## config.mk

```make
export PLATFORM = sky130hd
export DESIGN_NAME = qda_dac_serial_rx
export DESIGN_NICKNAME = d
export VERILOG_FILES = /design/src/rtl/qda_dac_serial_rx.sv
export SDC_FILE = /design/constraint.sdc
export NUM_CORES = 1
export LEC_CHECK = 0
export ABC_AREA = 1
export CAP_MARGIN = 30
export CORE_MARGIN = 2
export CORE_UTILIZATION = 44
export DETAILED_ROUTE_END_ITERATION = 7
export PLACE_DENSITY = 0.68
export SYNTH_ARGS = -nofsm -noshare
export SYNTH_HDL_FRONTEND = slang
export SYNTH_SLANG_ARGS = --single-unit
export TNS_END_PERCENT = 30
```

## constraint.sdc

```tcl
create_clock -name clk -period 1.8 [get_ports clk]
set_clock_uncertainty 0.1 [all_clocks]
set_input_delay 0.36 -clock clk [delete_from_list [all_inputs] [get_ports clk]]
set_output_delay 0.36 -clock clk [all_outputs]
set_load 0.02 [all_outputs]
```

## src/rtl/qda_dac_serial_rx.sv

```systemverilog
// -----------------------------------------------------------------------------
// qda_dac_serial_rx
//
// Receiving end of the QDA DAC serial load interface. It behaves like the DAC's
// own input shift/latch register and serves as an on-chip loopback checker.
//
// SIN, SCLK and PCLK are asynchronous to clk. All three pass through the same
// synchronizer chain, so SIN stays aligned with SCLK. Each SCLK rising edge
// shifts SIN in LSB-first. A PCLK rising edge latches the word into DATA_OUT,
// but only when exactly DATA_WIDTH bits have been shifted.
//
// Ports:
//   clk          system clock
//   rst_n        asynchronous active-low reset
//   SIN          serial data (async)
//   SCLK         shift clock (async), rising edge active
//   PCLK         latch strobe (async), rising edge active
//   DATA_OUT     last correctly received word
//   DATA_VALID   one-cycle pulse when DATA_OUT updates
//   FRAME_ERR    one-cycle pulse when PCLK arrives with bit count != DATA_WIDTH
//   TIMEOUT_ERR  one-cycle pulse when a partial frame is abandoned
//   BIT_COUNT    bits shifted in the current frame, saturating at DATA_WIDTH+1
//   FRAME_COUNT  good frames received, wraps at 16 bits
//
// Parameters:
//   DATA_WIDTH      bits per frame (2..30 so that BIT_COUNT can hold DATA_WIDTH+1)
//   SYNC_STAGES     synchronizer depth per line, at least 2
//   TIMEOUT_CYCLES  clk cycles without an SCLK/PCLK edge before a partial
//                   frame is dropped (1..65535)
//
// Minimum SCLK/PCLK high or low time is SYNC_STAGES+1 clk cycles.
// -----------------------------------------------------------------------------
module qda_dac_serial_rx #(
    parameter int DATA_WIDTH     = 16,
    parameter int SYNC_STAGES    = 2,
    parameter int TIMEOUT_CYCLES = 65535
) (
    input  logic                  clk,
    input  logic                  rst_n,
    input  logic                  SIN,
    input  logic                  SCLK,
    input  logic                  PCLK,
    output logic [DATA_WIDTH-1:0] DATA_OUT,
    output logic                  DATA_VALID,
    output logic                  FRAME_ERR,
    output logic                  TIMEOUT_ERR,
    output logic [4:0]            BIT_COUNT,
    output logic [15:0]           FRAME_COUNT
);

    localparam logic [4:0]  BC_FULL = 5'(DATA_WIDTH);
    localparam logic [4:0]  BC_SAT  = 5'(DATA_WIDTH + 1);
    localparam logic [15:0] TO_LAST = 16'(TIMEOUT_CYCLES - 1);

    typedef enum logic {
        IDLE  = 1'b0,
        SHIFT = 1'b1
    } state_t;

    // ------------------------------------------------------------------
    // Input synchronizers. The three lines are bundled into one 3-bit word
    // per stage ({PCLK, SCLK, SIN}), so every line sees the same delay.
    // ------------------------------------------------------------------
    logic [2:0]                   line_in;
    logic [SYNC_STAGES-1:0][2:0]  sync_reg;
    logic                         sin_s;
    logic                         sclk_s;
    logic                         pclk_s;

    assign line_in = {PCLK, SCLK, SIN};
    assign sin_s   = sync_reg[SYNC_STAGES-1][0];
    assign sclk_s  = sync_reg[SYNC_STAGES-1][1];
    assign pclk_s  = sync_reg[SYNC_STAGES-1][2];

    always_ff @(posedge clk or negedge rst_n) begin
        if (!rst_n) begin
            sync_reg <= '0;
        end else begin
            sync_reg <= {sync_reg[SYNC_STAGES-2:0], line_in};
        end
    end

    // ------------------------------------------------------------------
    // Edge detection. The history flops remember the previous synchronized
    // level. The detected rise is registered together with a copy of SIN,
    // so the FSM sees the data bit in the same cycle as its SCLK edge. This
    // extra register is why DATA_VALID lands SYNC_STAGES+2 edges after the
    // PCLK pin rises.
    // ------------------------------------------------------------------
    logic sclk_prev_reg;
    logic pclk_prev_reg;
    logic sclk_rise_reg;
    logic pclk_rise_reg;
    logic sin_d_reg;

    always_ff @(posedge clk or negedge rst_n) begin
        if (!rst_n) begin
            sclk_prev_reg <= 1'b0;
            pclk_prev_reg <= 1'b0;
            sclk_rise_reg <= 1'b0;
            pclk_rise_reg <= 1'b0;
            sin_d_reg     <= 1'b0;
        end else begin
            sclk_prev_reg <= sclk_s;
            pclk_prev_reg <= pclk_s;
            sclk_rise_reg <= sclk_s & ~sclk_prev_reg;
            pclk_rise_reg <= pclk_s & ~pclk_prev_reg;
            sin_d_reg     <= sin_s;
        end
    end

    // ------------------------------------------------------------------
    // Frame FSM state and registered outputs
    // ------------------------------------------------------------------
    state_t                  state_reg;
    logic [DATA_WIDTH-1:0]   sr_reg;
    logic [4:0]              bit_count_reg;
    logic [15:0]             idle_cnt_reg;
    logic [DATA_WIDTH-1:0]   data_out_reg;
    logic                    data_valid_reg;
    logic                    frame_err_reg;
    logic                    timeout_err_reg;
    logic [15:0]             frame_count_reg;

    // The shift is applied before PCLK is evaluated. With a simultaneous
    // SCLK+PCLK rise, the latch decision therefore uses the post-shift count
    // and the post-shift register contents.
    logic [DATA_WIDTH-1:0]   sr_next;
    logic [4:0]              count_next;

    always_comb begin
        sr_next    = sr_reg;
        count_next = bit_count_reg;
        if (sclk_rise_reg) begin
            sr_next = {sin_d_reg, sr_reg[DATA_WIDTH-1:1]};
            if (bit_count_reg != BC_SAT) begin
                count_next = bit_count_reg + 5'd1;
            end
        end
    end

    always_ff @(posedge clk or negedge rst_n) begin
        if (!rst_n) begin
            state_reg       <= IDLE;
            sr_reg          <= '0;
            bit_count_reg   <= '0;
            idle_cnt_reg    <= '0;
            data_out_reg    <= '0;
            data_valid_reg  <= 1'b0;
            frame_err_reg   <= 1'b0;
            timeout_err_reg <= 1'b0;
            frame_count_reg <= '0;
        end else begin
            data_valid_reg  <= 1'b0;
            frame_err_reg   <= 1'b0;
            timeout_err_reg <= 1'b0;

            if (pclk_rise_reg) begin
                // The latch strobe ends the frame in either state. In IDLE the
                // count is 0, so a lone PCLK is always a frame error.
                sr_reg        <= sr_next;
                bit_count_reg <= '0;
                idle_cnt_reg  <= '0;
                state_reg     <= IDLE;
                if (count_next == BC_FULL) begin
                    data_out_reg    <= sr_next;
                    data_valid_reg  <= 1'b1;
                    frame_count_reg <= frame_count_reg + 16'd1;
                end else begin
                    frame_err_reg <= 1'b1;
                end
            end else if (sclk_rise_reg) begin
                // After an overrun the register keeps shifting, so it holds
                // the most recent DATA_WIDTH bits.
                sr_reg        <= sr_next;
                bit_count_reg <= count_next;
                idle_cnt_reg  <= '0;
                state_reg     <= SHIFT;
            end else if (state_reg == SHIFT) begin
                if (idle_cnt_reg == TO_LAST) begin
                    timeout_err_reg <= 1'b1;
                    bit_count_reg   <= '0;
                    idle_cnt_reg    <= '0;
                    state_reg       <= IDLE;
                end else begin
                    idle_cnt_reg <= idle_cnt_reg + 16'd1;
                end
            end
        end
    end

    assign DATA_OUT    = data_out_reg;
    assign DATA_VALID  = data_valid_reg;
    assign FRAME_ERR   = frame_err_reg;
    assign TIMEOUT_ERR = timeout_err_reg;
    assign BIT_COUNT   = bit_count_reg;
    assign FRAME_COUNT = frame_count_reg;

endmodule

```

==> out/qor.yml, run 1 <==
grt_usage: 0.176
area_growth_pct: 25.5
syn_nets: 476
gr-total-overflow: 0
arrival_ps: 2090
cts_buffers: 9
cellLeakagePower_nw: 2.57
syn_avg_cell_area_um2: 8.33
num_rows: 34
num-nets-final: 538
drv_cap: 0
path_max_fanout: 8
fp.dieH_um: 97.9
vias: 3204
clkTransAtPathRegs_ps: 90
synth.area.top_cells: "dfrtp_1 54%, nand2_1 17%, nand3_1 6.8%"
holdPathEnd: "pclk_s"
initial_utilization: 0.450
io_pins: 45
critical_path_required_ps: 1970
top_usage_layer: "met2"
use_met3: 0.0408
holdCritPathClass: "reg2reg"
fin_ws_ps: -125
cts_tree: "yes"
multiInputGateArea_um2: 1670
antenna_left: 0
fp.coreArea_um2: 8640
vdd_drop_max_mv: 0.434
clk_latency_ps: 370
max-slew-margin-rel: 0.714
regToRegEndpoint: "DATA_OUT[1]"
io_buffers: 44
outcome: "finished with violations"
wire_per_inst_um: 13.0
grt_max_degree: 37
root_buffer: "clkbuf_8"
drc: 0
grtUsageMet2: 0.288
worst_pin_slew_ps: 426
cts_buffer_depth: 2
die_area_um2: 9590
rsz0062_at_grt: "yes"
total_power_mw: 3.68
worstHoldPathCells: 0
r2r_cells: 14
diodes: 0
drt_iter0_drc: 145
via_per_inst: 5.00
syn-cell-area_um2: 3880
h-tree-depth: 3
fin_crit_ps: 1920
finalHoldViolCount: 0
synth_top_cell_by_area: "dfrtp_1"
antenna_found_initial: 0
violations: "setup timing"
path_class: "reg2reg"
rrSetupSlack_ps: -120
setup_viol_count_final: 32
totalWireLength_um: 8330
die_x_um: 97.9
slew_viol_final: 0
synth.ff_latch_count: 84
nFillCells: 775
layout-drive-gt1-share: 0.144
register_area_um2: 2110
ys_warn_count: 0
yosysTopAreaCellShare: 0.541
first_global_vias: 3050
use_met1: 0.228
cts_num_sinks: 84
max_freq_mhz: 520
period_share: 1.07
endpoint_kind: "flop"
synth_cell_type_count: 24
p_per_area_nw_per_um2: 755
first_pass_iters: 4
holdCritStartpoint: "sync_reg[2]"
hpwlAfterDp_um: 5340
gp_congestion: 0.874
r2r_start: "BIT_COUNT[1]"
synth-seq-area-share: 0.541
syn_inst: 466
grt_first_pass_wirelength_um: 13700
final_cell_count_no_fill: 641
start_kind: "flop"
dp.cells: 617
-- cell type report --
| class | count | area share |
|---|---|---|
| clock inverters | 7 | 0.0134 |
| inverters | 34 | 0.0262 |
| clock buffers | 9 | 0.0254 |
| flip-flops and latches | 84 | 0.432 |
| multi-input cells | 334 | 0.343 |
| repair buffers | 65 | 0.132 |
| well taps | 108 | 0.0277 |
-- metrics by stage --
stage | utilization | cell area, um^2 | setup TNS, ps | setup WS, ps | hold WS [ps]
2_1_floorplan | - | 3890 | 0 | 5.16 | -35.6
5_1_grt | 0.564 | 4870 | -6030 | -213 | 268
3_5_place_dp | 0.521 | 4500 | -1490 | -64.4 | 228
4_1_cts | 0.540 | 4660 | -526 | -32.0 | 256
6_report | 0.564 | 4870 | -3140 | -125 | 255
3_3_place_gp | 0.521 | 4500 | 0 | 16.8 | 221
-- where the power goes --
part	internal, mW	switching (mW)
registers	1.98	0.0621
logic	0.119	0.208
clock network	0.537	0.773
total	2.64	1.04
-- cells in the mapped netlist --
library cell    n
nand2_1       174
ha_1            5
o21ai_0        12
a21oi_1         4
nand3b_1        1
nor2b_1         1
clkbuf_1        2
inv_2           1
buf_2           5
xor2_1         14
o22ai_1         5
dfrtp_1        84
nand4_1         9
xnor2_1         4
buf_4           1
and3_1          1
nor2_1         39
nand3_2         1
nor2_4          1
nor3_1          9
nand3_1        53
inv_1          33
buf_6           6
nand2_2         1
-- layout by cell type, fill, tap and decap left out, types with 11 or more instances in the layout --
master	synthesis	final
nor2_1	39	38
o21ai_0	12	11
dlygate4sd2_1	0	37
dfrtp_1	84	81
buf_4	1	14
nand3_1	53	50
nand2_2	1	23
xor2_1	14	14
inv_1	33	31
nand2_1	174	149
-- cells by family (layout without fill, tap and decap cells) --
family,Yosys count,count (layout),share of synthesized area
AND/OR/NAND/NOR,290,290,0.313
adder cells (fa/ha/maj),5,5,0.0161
XOR/XNOR,18,18,0.0406
buffers and inverters,48,115,0.0606
flip-flops,84,84,0.541
AO/OA/AOI/OAI,21,21,0.0287
-- critical path: stages (launching register included) --
cell and delay, ps:
dfrtp_2 440, inv_2 90, ha_4 130, nand2_2 50, inv_2 70, nand2_4 70, nand2_4 80, nand2_2 60
nand2_2 90, nand2_2 70, nor2_4 120, nand3_4 130, clkbuf_16 230, nand2_2 60, nand2_1 50
-- timing repair --
| action | in CTS | in global routing |
|---|---|---|
| cloned | 0 | 3 |
| setup endpoints to repair | 69 | 35 |
| hold endpoints to repair | 28 | 0 |
| hold buffers | 1 | 0 |
| buffers inserted | 0 | 4 |
| pin swaps | 0 | 6 |
| gates resized for setup | 40 | 38 |
-- per-layer routing --
metal  up-vias  share of wire
met5         -              0
met4         0          0.016
met3        12          0.035
met2        59           0.49
met1      1525           0.45
li1       1608              -
-- worst max path at each step --
stage | from | endpoint | depth (start not counted)
2_1_floorplan | BIT_COUNT[1] | FRAME_COUNT[2] | 14
3_3_place_gp | BIT_COUNT[1] | DATA_OUT[0] | 13
3_5_place_dp | BIT_COUNT[1] | DATA_OUT[15] | 14
4_1_cts | BIT_COUNT[1] | FRAME_COUNT[3] | 14
5_1_grt | BIT_COUNT[1] | FRAME_COUNT[2] | 14
6_report | BIT_COUNT[1] | DATA_OUT[1] | 14
Power figures use the tool's default switching activity.
==> inputs of run 2 (changes only) <==
--- a/config.mk
+++ b/config.mk
@@ -6,7 +6,7 @@
 export NUM_CORES = 1
 export LEC_CHECK = 0
 export ABC_AREA = 1
-export CAP_MARGIN = 30
+export CAP_MARGIN = 20
 export CORE_MARGIN = 2
 export CORE_UTILIZATION = 44
 export DETAILED_ROUTE_END_ITERATION = 7
==> results of run 2 <==
Same layout as run 1: the final DEF is identical, and so are final timing and power.
==> inputs of run 3 (changes only) <==
--- a/config.mk
+++ b/config.mk
@@ -5,12 +5,12 @@
 export SDC_FILE = /design/constraint.sdc
 export NUM_CORES = 1
 export LEC_CHECK = 0
-export ABC_AREA = 1
 export CAP_MARGIN = 20
 export CORE_MARGIN = 2
 export CORE_UTILIZATION = 44
 export DETAILED_ROUTE_END_ITERATION = 7
 export PLACE_DENSITY = 0.68
+export REMOVE_ABC_BUFFERS = 1
 export SYNTH_ARGS = -nofsm -noshare
 export SYNTH_HDL_FRONTEND = slang
 export SYNTH_SLANG_ARGS = --single-unit
==> run 3 against run 2 <==
  * The flow still finishes with violations (setup timing)
  * Non-clock buffer count grew 38
  * Register-to-register slack got worse by 230 ps
  * Hold slack got worse by 1.4 ps
  * Count of clock-buffer cells in the layout did not move
  * Die area down 2.0%
  * Sequential share of layout area is 4.2 points lower
  * Core utilization is 8.5 points higher
  * Critical endpoint is now DATA_OUT[9]
==> out/qor.yml, run 3 <==
initial_utilization: 0.458
r2r_cells: 9
fin_crit_ps: 2150
final_common_cell: "dfrtp_1"
cts_tree: "yes"
vdd_drop_max_mv: 0.560
layout-drive-gt1-share: 0.362
synth_edf_count: 0
drv_cap: 0
final_cell_mix: "81 x dfrtp_1, 48 x buf_4, 32 x dlymetal6s2s_1"
synth-seq-area-share: 0.553
drc: 0
diodes: 0
violations: "setup timing"
ys_warn_count: 0
worstHoldPathCells: 0
final_util: 0.650
synth_cell_type_count: 50
gr-total-overflow: 0
drt_iter0_drc: 105
cellLeakagePower_nw: 2.96
rsz0062_at_grt: "yes"
hold_slack_ps: 253
h-tree-depth: 3
io_pins: 45
syn_inst: 303
synth_top_cell_by_area: "dfrtp_1"
grt_max_degree: 35
setup_viol_count_final: 33
worst_pin_slew_ps: 561
antenna_left: 0
period_share: 1.20
arrival_ps: 2280
area_growth_pct: 41.7
first_pass_iters: 4
synth.area.top_cells: "dfrtp_1 55%, mux2_2 7.4%, xor2_1 4.1%"
cts_num_sinks: 84
num_rows: 33
cts_buffer_depth: 2
cts_buffers: 9
antenna_found_initial: 0
totalWireLength_um: 8340
die_x_um: 97.0
num-nets-final: 414
holdCritPathClass: "reg2reg"
synth_flop_cell: "dfrtp_1"
synthArstFlopShare: 1.00
root_buffer: "clkbuf_8"
design_area_um2: 5390
grt_usage: 0.186
clk_latency_ps: 350
place_area_um2: 4680
syn_avg_cell_area_um2: 12.6
setup_tns_ps: -8870
path_max_fanout: 5
r2r_start: "BIT_COUNT[1]"
first_global_vias: 2803
slew_viol_final: 0
max_freq_mhz: 464
outcome: "finished with violations"
synth_common_cells: "84 x dfrtp_1, 25 x mux2_2, 21 x nor2_1, 18 x xor2_1"
fp.dieH_um: 97.0
max-slew-margin-rel: 0.625
grt_first_pass_wirelength_um: 14000
fin_ws_ps: -354
synth.most_common_cell: "dfrtp_1"
total_power_mw: 4.11
holdCritStartpoint: "sin_s"
fp.coreArea_um2: 8300
io_buffers: 44
vias: 2636
hpwlAfterDp_um: 5060
clkTransAtPathRegs_ps: 80
critical_path_required_ps: 1930
via_per_inst: 5.13
p_per_area_nw_per_um2: 762
syn-cell-area_um2: 3800
crit_path_start: "BIT_COUNT[1]"
path_class: "reg2reg"
start_kind: "flop"
die_area_um2: 9400
endpoint_kind: "flop"
gp_congestion: 0.832
synth.ff_latch_count: 84
wire_per_inst_um: 16.2
yosysTopAreaCellShare: 0.553
finalHoldViolCount: 0
==> run 3: final cells by class <==
type	count	area [um^2]
tap	105	131
clock buffer	9	124
sequential	84	2110
timing repair buffer	103	1080
inverter	10	40.0
clock inverter	7	80.1
fill	608	2910
multi-input combinational	196	1830
==> run 3: worst paths after layout <==
path | end | slack, ps
worst max register to register | DATA_OUT[9] | -350
worst min register to register | sin_d_reg | 250
min in group asynchronous | FRAME_COUNT[14] | 390
max in group asynchronous | sclk_rise_reg | 660
worst max-delay path | DATA_OUT[9] | -350
worst min-delay path | sin_d_reg | 250
==> run 3: cell families (layout without fill, tap and decap cells) <==
group                      Yosys count  after routing  share of synthesized area
DFF                                 84             84                      0.553
muxes                               33             33                      0.106
AOI/OAI and AO/OA                   24             24                     0.0497
buffers and inverters               23            129                     0.0342
adders and majority gates            5              5                     0.0164
and+or+nand+nor                    103            103                      0.170
xor gates and xnor gates            31             31                     0.0714
==> run 3: timing repair <==
action	CTS	global route
endpoints found under the setup margin	70	89
endpoints found under the hold margin	29	0
pin swaps	13	24
buffers inserted	4	3
gates resized for setup	43	58
hold buffers	1	0
cloned	4	0
==> run 3: report_power, final <==
group          internal, mW  switching [mW]  leakage, nW  total, mW
Combinational         0.283           0.268         1.74      0.551
Sequential             2.06          0.0938         1.12       2.15
Clock                 0.659           0.748       0.0968       1.41
Total                  3.00            1.11         2.96       4.11
==> run 3: per-layer routing <==
layer | up-vias | wire, um | global-route usage
li1 | 1270 | - | -
met1 | 1305 | 3960 | 0.256
met2 | 49 | 3910 | 0.292
met3 | 12 | 328 | 0.0383
met4 | 0 | 142 | 0.0683
met5 | - | 0 | 0
==> run 3: per-stage QoR <==
step                      cells  worst slack [ps]
after global placement      487              -317
after detailed placement    487              -362
final                       514              -354
after floorplan             290             -1420
after global routing        514              -442
after CTS                   512              -311
==> run 3: critical path, stage by stage (launching register included) <==
cell and delay (ps):
dfrtp_1 400, inv_2 80, ha_4 150, inv_4 40
a2111oi_4 340, a21oi_2 100, nor3b_4 260, buf_6 160
buf_12 120, mux2_4 290
